**config.mk**
```make
export PLATFORM = sky130hd
export DESIGN_NAME = seg7_scan_mux_flat
export DESIGN_NICKNAME = d
export VERILOG_FILES = /design/src/rtl/seg7_scan_if.sv /design/src/rtl/seg7_scan_mux.sv /design/src/flat_wrapper.sv
export SDC_FILE = /design/constraint.sdc
export NUM_CORES = 1
export LEC_CHECK = 0
export CORE_MARGIN = 2
export CORE_UTILIZATION = 49
export DETAILED_ROUTE_END_ITERATION = 10
export GPL_TIMING_DRIVEN = 0
export MAX_ROUTING_LAYER = met4
export PLACE_DENSITY = 0.78
export SYNTH_ARGS = -nofsm -noshare
export SYNTH_HDL_FRONTEND = slang
export SYNTH_SLANG_ARGS = --single-unit
```
**constraint.sdc**
```tcl
create_clock -name i_clk -period 3 [get_ports i_clk]
set_clock_uncertainty 0.2 [all_clocks]
set_input_delay 0.3 -clock i_clk [delete_from_list [all_inputs] [get_ports i_clk]]
set_output_delay 0.3 -clock i_clk [all_outputs]
set_load 0.02 [all_outputs]
```
**src/rtl/seg7_scan_if.sv**
```systemverilog
// Value-source / display-driver bundle for the 7-segment scanner.
// Latency: none (wires only).
// Backpressure: none; i_load is a fire-and-forget strobe, o_pending reports a queued value.
//
// Ports:
//   i_load       capture strobe for i_bcd / i_dp
//   i_bcd        NUM_DIGITS packed 4-bit codes, digit 0 in the low nibble
//   i_dp         decimal point per digit
//   o_segments   {dp, g, f, e, d, c, b, a}, active-high
//   o_digit_sel  one-hot digit enable, active-high
//   o_frame_done one-cycle pulse at the end of each frame
//   o_pending    a loaded value is waiting for the next frame start
interface seg7_scan_if #(
    parameter int NUM_DIGITS = 4
);
    logic                    i_load;
    logic [NUM_DIGITS*4-1:0] i_bcd;
    logic [NUM_DIGITS-1:0]   i_dp;
    logic [7:0]              o_segments;
    logic [NUM_DIGITS-1:0]   o_digit_sel;
    logic                    o_frame_done;
    logic                    o_pending;

    // Value source side
    modport master (
        output i_load, i_bcd, i_dp,
        input  o_segments, o_digit_sel, o_frame_done, o_pending
    );

    // Scanner side
    modport slave (
        input  i_load, i_bcd, i_dp,
        output o_segments, o_digit_sel, o_frame_done, o_pending
    );
endinterface

```
**src/rtl/seg7_scan_mux.sv**
```systemverilog
// Time-multiplexed N-digit common-cathode 7-segment driver with double-buffered values.
// Latency: a load shows from the next frame start (same frame if loaded in the START cycle).
// Backpressure: none; loads always accepted, latest pending load wins.
//
// Ports: i_clk, i_reset (synchronous, active-high), bus (seg7_scan_if.slave).
// Optional feature: define SEG7_SCAN_LEADING_ZERO_BLANK_EN to blank leading zeros.
// Frame = 1 START cycle + NUM_DIGITS*DIGIT_ON_CYCLES scan cycles + GAP_CYCLES blank cycles.
module seg7_scan_mux #(
    parameter int NUM_DIGITS      = 4,
    parameter int DIGIT_ON_CYCLES = 500,
    parameter int GAP_CYCLES      = 20000,
    parameter int CNT_W           = 16
) (
    input  logic        i_clk,
    input  logic        i_reset,
    seg7_scan_if.slave  bus
);
    localparam int IDX_W = (NUM_DIGITS > 1) ? $clog2(NUM_DIGITS) : 1;
    localparam logic [CNT_W-1:0] ON_LAST  = CNT_W'(DIGIT_ON_CYCLES - 1);
    localparam logic [CNT_W-1:0] GAP_LAST = CNT_W'((GAP_CYCLES > 0) ? GAP_CYCLES - 1 : 0);
    localparam logic [IDX_W-1:0] IDX_LAST = IDX_W'(NUM_DIGITS - 1);

    typedef enum logic [1:0] {ST_START, ST_SCAN, ST_GAP} state_t;

    state_t                  state_q, state_d;
    logic [IDX_W-1:0]        idx_q, idx_d;
    logic [CNT_W-1:0]        cnt_q, cnt_d;
    logic [NUM_DIGITS*4-1:0] act_bcd_q, act_bcd_d, pend_bcd_q, pend_bcd_d;
    logic [NUM_DIGITS-1:0]   act_dp_q, act_dp_d, pend_dp_q, pend_dp_d;
    logic                    pend_vld_q, pend_vld_d;
    logic                    done_q, done_d;

    function automatic logic [6:0] glyph(input logic [3:0] code);
        case (code)
            4'h0:    glyph = 7'h3F;
            4'h1:    glyph = 7'h06;
            4'h2:    glyph = 7'h5B;
            4'h3:    glyph = 7'h4F;
            4'h4:    glyph = 7'h66;
            4'h5:    glyph = 7'h6D;
            4'h6:    glyph = 7'h7D;
            4'h7:    glyph = 7'h07;
            4'h8:    glyph = 7'h7F;
            4'h9:    glyph = 7'h6F;
            4'hE:    glyph = 7'h40;
            default: glyph = 7'h00;
        endcase
    endfunction

    always_ff @(posedge i_clk) begin
        if (i_reset) begin
            state_q    <= ST_START;
            idx_q      <= '0;
            cnt_q      <= '0;
            act_bcd_q  <= '0;
            act_dp_q   <= '0;
            pend_bcd_q <= '0;
            pend_dp_q  <= '0;
            pend_vld_q <= 1'b0;
            done_q     <= 1'b0;
        end else begin
            state_q    <= state_d;
            idx_q      <= idx_d;
            cnt_q      <= cnt_d;
            act_bcd_q  <= act_bcd_d;
            act_dp_q   <= act_dp_d;
            pend_bcd_q <= pend_bcd_d;
            pend_dp_q  <= pend_dp_d;
            pend_vld_q <= pend_vld_d;
            done_q     <= done_d;
        end
    end

    always_comb begin
        state_d    = state_q;
        idx_d      = idx_q;
        cnt_d      = cnt_q;
        act_bcd_d  = act_bcd_q;
        act_dp_d   = act_dp_q;
        pend_bcd_d = pend_bcd_q;
        pend_dp_d  = pend_dp_q;
        pend_vld_d = pend_vld_q;
        done_d     = 1'b0;

        case (state_q)
            ST_START: begin
                // A load landing on the frame boundary bypasses the pending buffer.
                if (bus.i_load) begin
                    act_bcd_d  = bus.i_bcd;
                    act_dp_d   = bus.i_dp;
                    pend_vld_d = 1'b0;
                end else if (pend_vld_q) begin
                    act_bcd_d  = pend_bcd_q;
                    act_dp_d   = pend_dp_q;
                    pend_vld_d = 1'b0;
                end
                state_d = ST_SCAN;
                idx_d   = '0;
                cnt_d   = '0;
            end
            ST_SCAN: begin
                if (cnt_q == ON_LAST) begin
                    cnt_d = '0;
                    if (idx_q == IDX_LAST) begin
                        // Registered so the pulse lands on the first cycle after the last window.
                        done_d  = 1'b1;
                        state_d = (GAP_CYCLES == 0) ? ST_START : ST_GAP;
                    end else begin
                        idx_d = idx_q + IDX_W'(1);
                    end
                end else begin
                    cnt_d = cnt_q + CNT_W'(1);
                end
            end
            ST_GAP: begin
                if (cnt_q == GAP_LAST) begin
                    cnt_d   = '0;
                    state_d = ST_START;
                end else begin
                    cnt_d = cnt_q + CNT_W'(1);
                end
            end
            default: state_d = ST_START;
        endcase

        if (bus.i_load && (state_q != ST_START)) begin
            pend_bcd_d = bus.i_bcd;
            pend_dp_d  = bus.i_dp;
            pend_vld_d = 1'b1;
        end
    end

    // Per-digit leading-zero blank mask, derived from the active buffer only.
    logic [NUM_DIGITS-1:0] lz_blank;
`ifdef SEG7_SCAN_LEADING_ZERO_BLANK_EN
    always_comb begin
        logic       higher_blank;
        logic [3:0] code_k;
        higher_blank = 1'b1;
        code_k       = '0;
        lz_blank     = '0;
        for (int k = NUM_DIGITS - 1; k >= 0; k--) begin
            code_k      = act_bcd_q[k*4 +: 4];
            lz_blank[k] = (k != 0) && higher_blank && (code_k == 4'h0);
            // Minus (0xE) is visible, so it stops the blanking run.
            higher_blank = higher_blank &&
                           ((code_k == 4'h0) || ((code_k >= 4'hA) && (code_k != 4'hE)));
        end
    end
`else
    assign lz_blank = '0;
`endif

    always_comb begin
        logic [3:0] code;
        code            = act_bcd_q[idx_q*4 +: 4];
        bus.o_segments  = 8'h00;
        bus.o_digit_sel = '0;
        if (state_q == ST_SCAN) begin
            bus.o_digit_sel = NUM_DIGITS'(1) << idx_q;
            bus.o_segments  = {act_dp_q[idx_q], lz_blank[idx_q] ? 7'h00 : glyph(code)};
        end
    end

    assign bus.o_frame_done = done_q;
    assign bus.o_pending    = pend_vld_q;
endmodule

```
**src/flat_wrapper.sv**
```systemverilog
// flat-port wrapper written by rule: the top's interface ports become plain ports
module seg7_scan_mux_flat 
#(
    parameter int NUM_DIGITS      = 4,
    parameter int DIGIT_ON_CYCLES = 500,
    parameter int GAP_CYCLES      = 20000,
    parameter int CNT_W           = 16
)
  (i_clk, i_reset, bus_i_load, bus_i_bcd, bus_i_dp, bus_o_segments, bus_o_digit_sel, bus_o_frame_done, bus_o_pending);
  seg7_scan_if #(.NUM_DIGITS(NUM_DIGITS)) bus_i ();
  input  logic i_clk;
  input  logic i_reset;
  input wire logic [$bits(bus_i.i_load)-1:0] bus_i_load;
  input wire logic [$bits(bus_i.i_bcd)-1:0] bus_i_bcd;
  input wire logic [$bits(bus_i.i_dp)-1:0] bus_i_dp;
  output wire logic [$bits(bus_i.o_segments)-1:0] bus_o_segments;
  output wire logic [$bits(bus_i.o_digit_sel)-1:0] bus_o_digit_sel;
  output wire logic [$bits(bus_i.o_frame_done)-1:0] bus_o_frame_done;
  output wire logic [$bits(bus_i.o_pending)-1:0] bus_o_pending;
  assign bus_i.i_load = bus_i_load;
  assign bus_i.i_bcd = bus_i_bcd;
  assign bus_i.i_dp = bus_i_dp;
  assign bus_o_segments = bus_i.o_segments;
  assign bus_o_digit_sel = bus_i.o_digit_sel;
  assign bus_o_frame_done = bus_i.o_frame_done;
  assign bus_o_pending = bus_i.o_pending;
  seg7_scan_mux #(.NUM_DIGITS(NUM_DIGITS), .DIGIT_ON_CYCLES(DIGIT_ON_CYCLES), .GAP_CYCLES(GAP_CYCLES), .CNT_W(CNT_W)) u_core (.i_clk(i_clk), .i_reset(i_reset), .bus(bus_i));
endmodule
```
# Word-level counts from Yosys, hierarchy flattened
# Memory sizes are Yosys's and may differ from the RTL's.
# Cells that the tools add are included.
# Widths: inputs -> output; s select.
# word_totals
register_bits,62
rom_bits,112
inputBits,23
word_cells,61
n_memories,1
# memory_table
memory,words,word_bits,rd,rd_ports_with_merged_regs,write_ports,line,text
(name not given),16,7,1,0,0,seg7_scan_mux.sv:34,case (code)
# op_classes
n_addsub,2
n_lt_le_gt_ge,1
eq_ne,9
n_shift,2
mux,24
n_bitwise,2
reduce_logical,11
# ops
operator,n
$mux 16,4
$pmux 16 s3,1
$add 16x1->16 const B,1
$eq 16x15->1 const B,1
$eq 16x9->1 const B,1
$shiftx 16x5->4,1
$mux 4,3
$mux 2,5
$mux 8,1
$reduce_bool 2->1,4
$mux 7,1
$ne 2x1->1 const B,3
$pmux 2 s3,1
$reduce_and 3->1,2
$mux 1,5
$bmux 1 s2,2
$eq 2x2->1 const B,2
$pmux 2 s2,1
$shl 1x2->4 const A,1
$lt 2x3->1 const B,1
$reduce_bool 3->1,1
$reduce_or 3->1,1
$add 2x1->2 const B,1
$eq 2x1->1 const B,1
other kinds (5),6

# Longest topological paths before layout
# logic_depth
ltp_word,4
mapped_depth,8
mapped_depth_nobuf,7

# Worst setup path after synthesis
# Ideal clock, no wire load.
# synth_timing
path_kind,reg2out
startpoint,reg u_core.idx_q[0]
endpoint,out bus_o_segments[6]
arrival_time_ps,2045
t_required_ps,2500
path_slack_ps,455
stages_incl_launch_ff,7
path_buffers,1
path_cell_list,dfxtp_1 -> buf_2 -> mux4_2 -> ha_1 -> inv_1 -> mux2i_1 -> a211oi_1
# synth_between
elab_chain_len,4
# synth_lines
item,line,text
"start, declared",seg7_scan_mux.sv:26,"logic [IDX_W-1:0] idx_q, idx_d;"
"start signal, assigned",seg7_scan_mux.sv:63,idx_q <= idx_d;
$shiftx 16x5->4 or $bmux 1 s2 (tied branches),"seg7_scan_mux.sv:156, seg7_scan_mux.sv:161",
$mem_v2 16x7 or $mux 1 (tied branches),-,
$mux 7 (*),seg7_scan_mux.sv:161,"bus.o_segments = {act_dp_q[idx_q], lz_blank[idx_q] ? 7'h00 : glyph(code)};"
$mux 8 (*),seg7_scan_mux.sv:159,if (state_q == ST_SCAN) begin
"end, declared",flat_wrapper.sv:16,output wire logic [$bits(bus_i.o_segments)-1:0] bus_o_segments;
# Mark *: on every way between the ends. The rest lies on a longest branch, timed or not. The select of a mux whose other input is x is not followed.

# Worst setup path in the final report
# Same ends and word-level chain as after synthesis.

==> out/qor.yml <==
yosys:
  netlist_instances: 377
  synth_ff_type: "dfxtp_1"
  synth_area_leaders: "dfxtp_1 (39%), nand2_1 (7.7%), mux2i_1 (7.5%)"
  ys_seq_area_share_pct: 39.0
  async_reset_ff_share_pct: 0
  yosysTopAreaCell: "dfxtp_1"
  synth_edf_count: 0
  syn_area_per_cell_um2: 8.45
  netlist_area_um2: 3190
  synth_top_area_share_pct: 39.0
  ys_types: 38
  synth_seq_cells: 62
  yosysWarnings: 0
  synth.net_count: 414
timing:
  tightest_slew_ns: 0.784
  whs_ns: 0.144
  max_freq_mhz: 348
  finalCritPeriodShare_pct: 95.8
  final.setup.worst_slack_ns: 0.126
  slew_violations: 0
  setup-violations-final: 0
  min_period_ns: 2.87
  hold_viol: 0
  slew_headroom_pct: 47.7
  grt_setup_unrepaired: "no"
place:
  hpwl_um: 5150
  dp_slack_ns: -0.0640
  port-buffer-count: 34
  gp_congestion: 0.847
global_route:
  grt_pass1_vias: 2668
  grt_usage_pct: 21.9
  overflow: 0
  grt_pass1_wl_um: 12100
  antenna_found_initial: 0
  grt_max_degree: 13
setup_path:
  reg2reg_slack_ns: 0.72
  critical-path-max-stage-delay_ns: 0.58
  r2r-end: "u_core.cnt_q[9]$_SDFFE_PP0P_"
  cp_cell_sequence: "buf_6 -> mux4_2 -> ha_1 -> inv_1 -> mux2i_1 -> a211oi_1 -> clkdlybuf4s15_1"
  r2r_start: "u_core.cnt_q[0]$_SDFFE_PP0P_"
  crit_type: "reg -> out"
  slowest_stage: "mux4_2"
  worstSetupEndpointType: "output pin"
  cp_num_cells: 7
  crit_family: "multiplexers"
  r2r_cells: 7
  worstPathArrival_ns: 2.37
  crit_fanout: 8
  path_buf_inv: 3
  critPathLaunchType: "flip-flop"
  worstPathRequired_ns: 2.50
power_and_ir_drop:
  p_int_mw: 1.67
  ir_drop_mv: 0.412
  powerDensity_nw_per_um2: 631
  clockPowerShare_pct: 34.7
  power_leakage_nw: 1.41
  p_seq_share_pct: 38.9
  pwr-share-comb_pct: 26.4
  p_sw_share_pct: 31.7
  p_sw_uw: 773
die:
  dieArea_um2: 7160
  initial_utilization_pct: 50.5
  die_width_um: 84.6
  die_y_um: 84.6
  ios: 37
  rows: 29
  core_area_um2: 6310
drt:
  postRouteAntennaNets: 0
  drt_iter0_markers: 219
  wire_per_inst_um: 14.4
  vias: 2857
  drc_errors: 0
  routed_wl_um: 7260
  drt-pass1-iter-count: 5
  vias_per_cell: 5.66
clock_network:
  root_buffer: "clkbuf_8"
  clkTransAtPathRegs_ns: 0.07
  clkSinkCount: 62
  numCtsBuffers: 9
  cts_buffer_depth: 2
  htree_levels: 3
  insertion_delay_ns: 0.35
  cts_tree: "built"
final_layout:
  nNetsFinal: 460
  drive_gt1_share_pct: 8.41
  syn2layout_area_growth_pct: 21.4
  diodes: 0
hold_path:
  holdPathEnd: "u_core.bus.o_pending$_SDFFE_PP0P_"
  hp-start: "bus_i_load"
  hold_path_depth: 3
  hp-class: "in -> reg"
job:
  drv_cap: 0
status:
  status: "finished, final reports clean"
-- cells by family (layout without fill, tap and decap cells) --
family                   Yosys count  in the layout  synth area share, %
AO/OA/AOI/OAI                     77             77                 15.5
XOR/XNOR                           2              2                0.550
adder cells (fa/ha/maj)           14             14                 5.50
buffers and inverters             40             91                 5.50
flip-flops                        62             62                 39.0
multiplexers                      29             29                 11.1
AND/OR/NAND/NOR                  153            153                 22.9
-- registers in the layout, summed over array words and instances (netlist names) --
signal                   flops
u_core.bus.o_frame_done      1
u_core.idx_q                 2
u_core.act_bcd_q            16
u_core.state_q               2
u_core.pend_bcd_q           16
u_core.pend_dp_q             4
u_core.act_dp_q              4
u_core.bus.o_pending         1
u_core.cnt_q                16
-- Yosys cell counts (5+ instances only) --
master	number
mux2i_1	24
dfxtp_1	62
a21oi_1	28
and2_1	5
nor2_1	26
inv_1	12
clkbuf_1	23
nand2_1	65
a211oi_1	25
ha_1	14
a31oi_1	14
or3_1	11
nor3_1	5
nand3_1	15
mux4_2	5
-- power by group through the flow --
stage	Sequential (mW)	Clock, mW	Combinational, mW
4_1_cts	0.946	0.860	0.633
5_1_grt	0.956	0.894	0.718
6_report	0.949	0.848	0.644
3_3_place_gp	0.959	0	0.628
2_1_floorplan	0.952	0	0.443
3_5_place_dp	0.964	0	0.647
-- worst register-to-register path, cell delays in order, from the launching register on --
cell     delay (ns)
dfxtp_1        0.34
ha_1           0.26
and4_1         0.30
and4_1         0.22
o22a_1         0.20
buf_6          0.15
or3_1          0.35
a31oi_1        0.18
-- what timing repair did --
item / CTS / global route
hold buffers: 0 / 0
gates cloned: 0 / 0
buffers inserted: 1 / 1
setup endpoints to repair: 7 / 7
resized for setup: 9 / 6
-- area by class of cell --
cell class / count / area, um2
buffer: 27 / 134
clock buffer: 10 / 138
clock inverter: 6 / 93.8
fill: 559 / 2450
inverter: 12 / 45.0
multi-input combinational: 275 / 1770
sequential: 62 / 1240
tap: 77 / 96.3
timing repair buffer: 36 / 349
-- worst max-delay path by stage --
stage	startpoint	endpoint	slack, ns
6_report	u_core.idx_q[0]$_SDFFE_PP0P_	bus_o_segments[6]	0.13
3_5_place_dp	u_core.idx_q[0]$_SDFFE_PP0P_	bus_o_segments[2]	-0.06
2_1_floorplan	u_core.idx_q[0]$_SDFFE_PP0P_	bus_o_segments[6]	0.46
3_3_place_gp	u_core.idx_q[0]$_SDFFE_PP0P_	bus_o_segments[2]	-0.04
5_1_grt	u_core.idx_q[0]$_SDFFE_PP0P_	bus_o_segments[3]	0.005
4_1_cts	u_core.idx_q[0]$_SDFFE_PP0P_	bus_o_segments[6]	0.01
-- stage by stage --
stage               std cells  util (%)  setup TNS [ns]  instance area, um2  total power, mW
global route              505      61.3               0                3870             2.57
CTS                       504      61.0               0                3850             2.44
global placement          488      57.4         -0.0437                3620             1.59
floorplan                 377         -               0                3190             1.39
detailed placement        488      57.4         -0.0756                3620             1.61
finish                    505      61.3               0                3870             2.44
-- routing by layer --
layer	vias to the layer above	part of all wire [%]	global-route usage, %
met5	-	0	-
met3	11	4.4	4.03
met1	1349	49	28.7
met4	0	1.9	10.5
met2	71	45	32.6
li1	1426	-	-
-- placed cells by master, fill, tap and decap left out, types with 15 or more instances in the layout --
cell             count
nand2_1             65
dfxtp_1             61
a21oi_1             28
clkdlybuf4s50_1     27
nor2_1              26
a211oi_1            25
mux2i_1             24
clkbuf_1            21
nand3_1             15
Note: power is estimated with default switching activity, not from simulation.
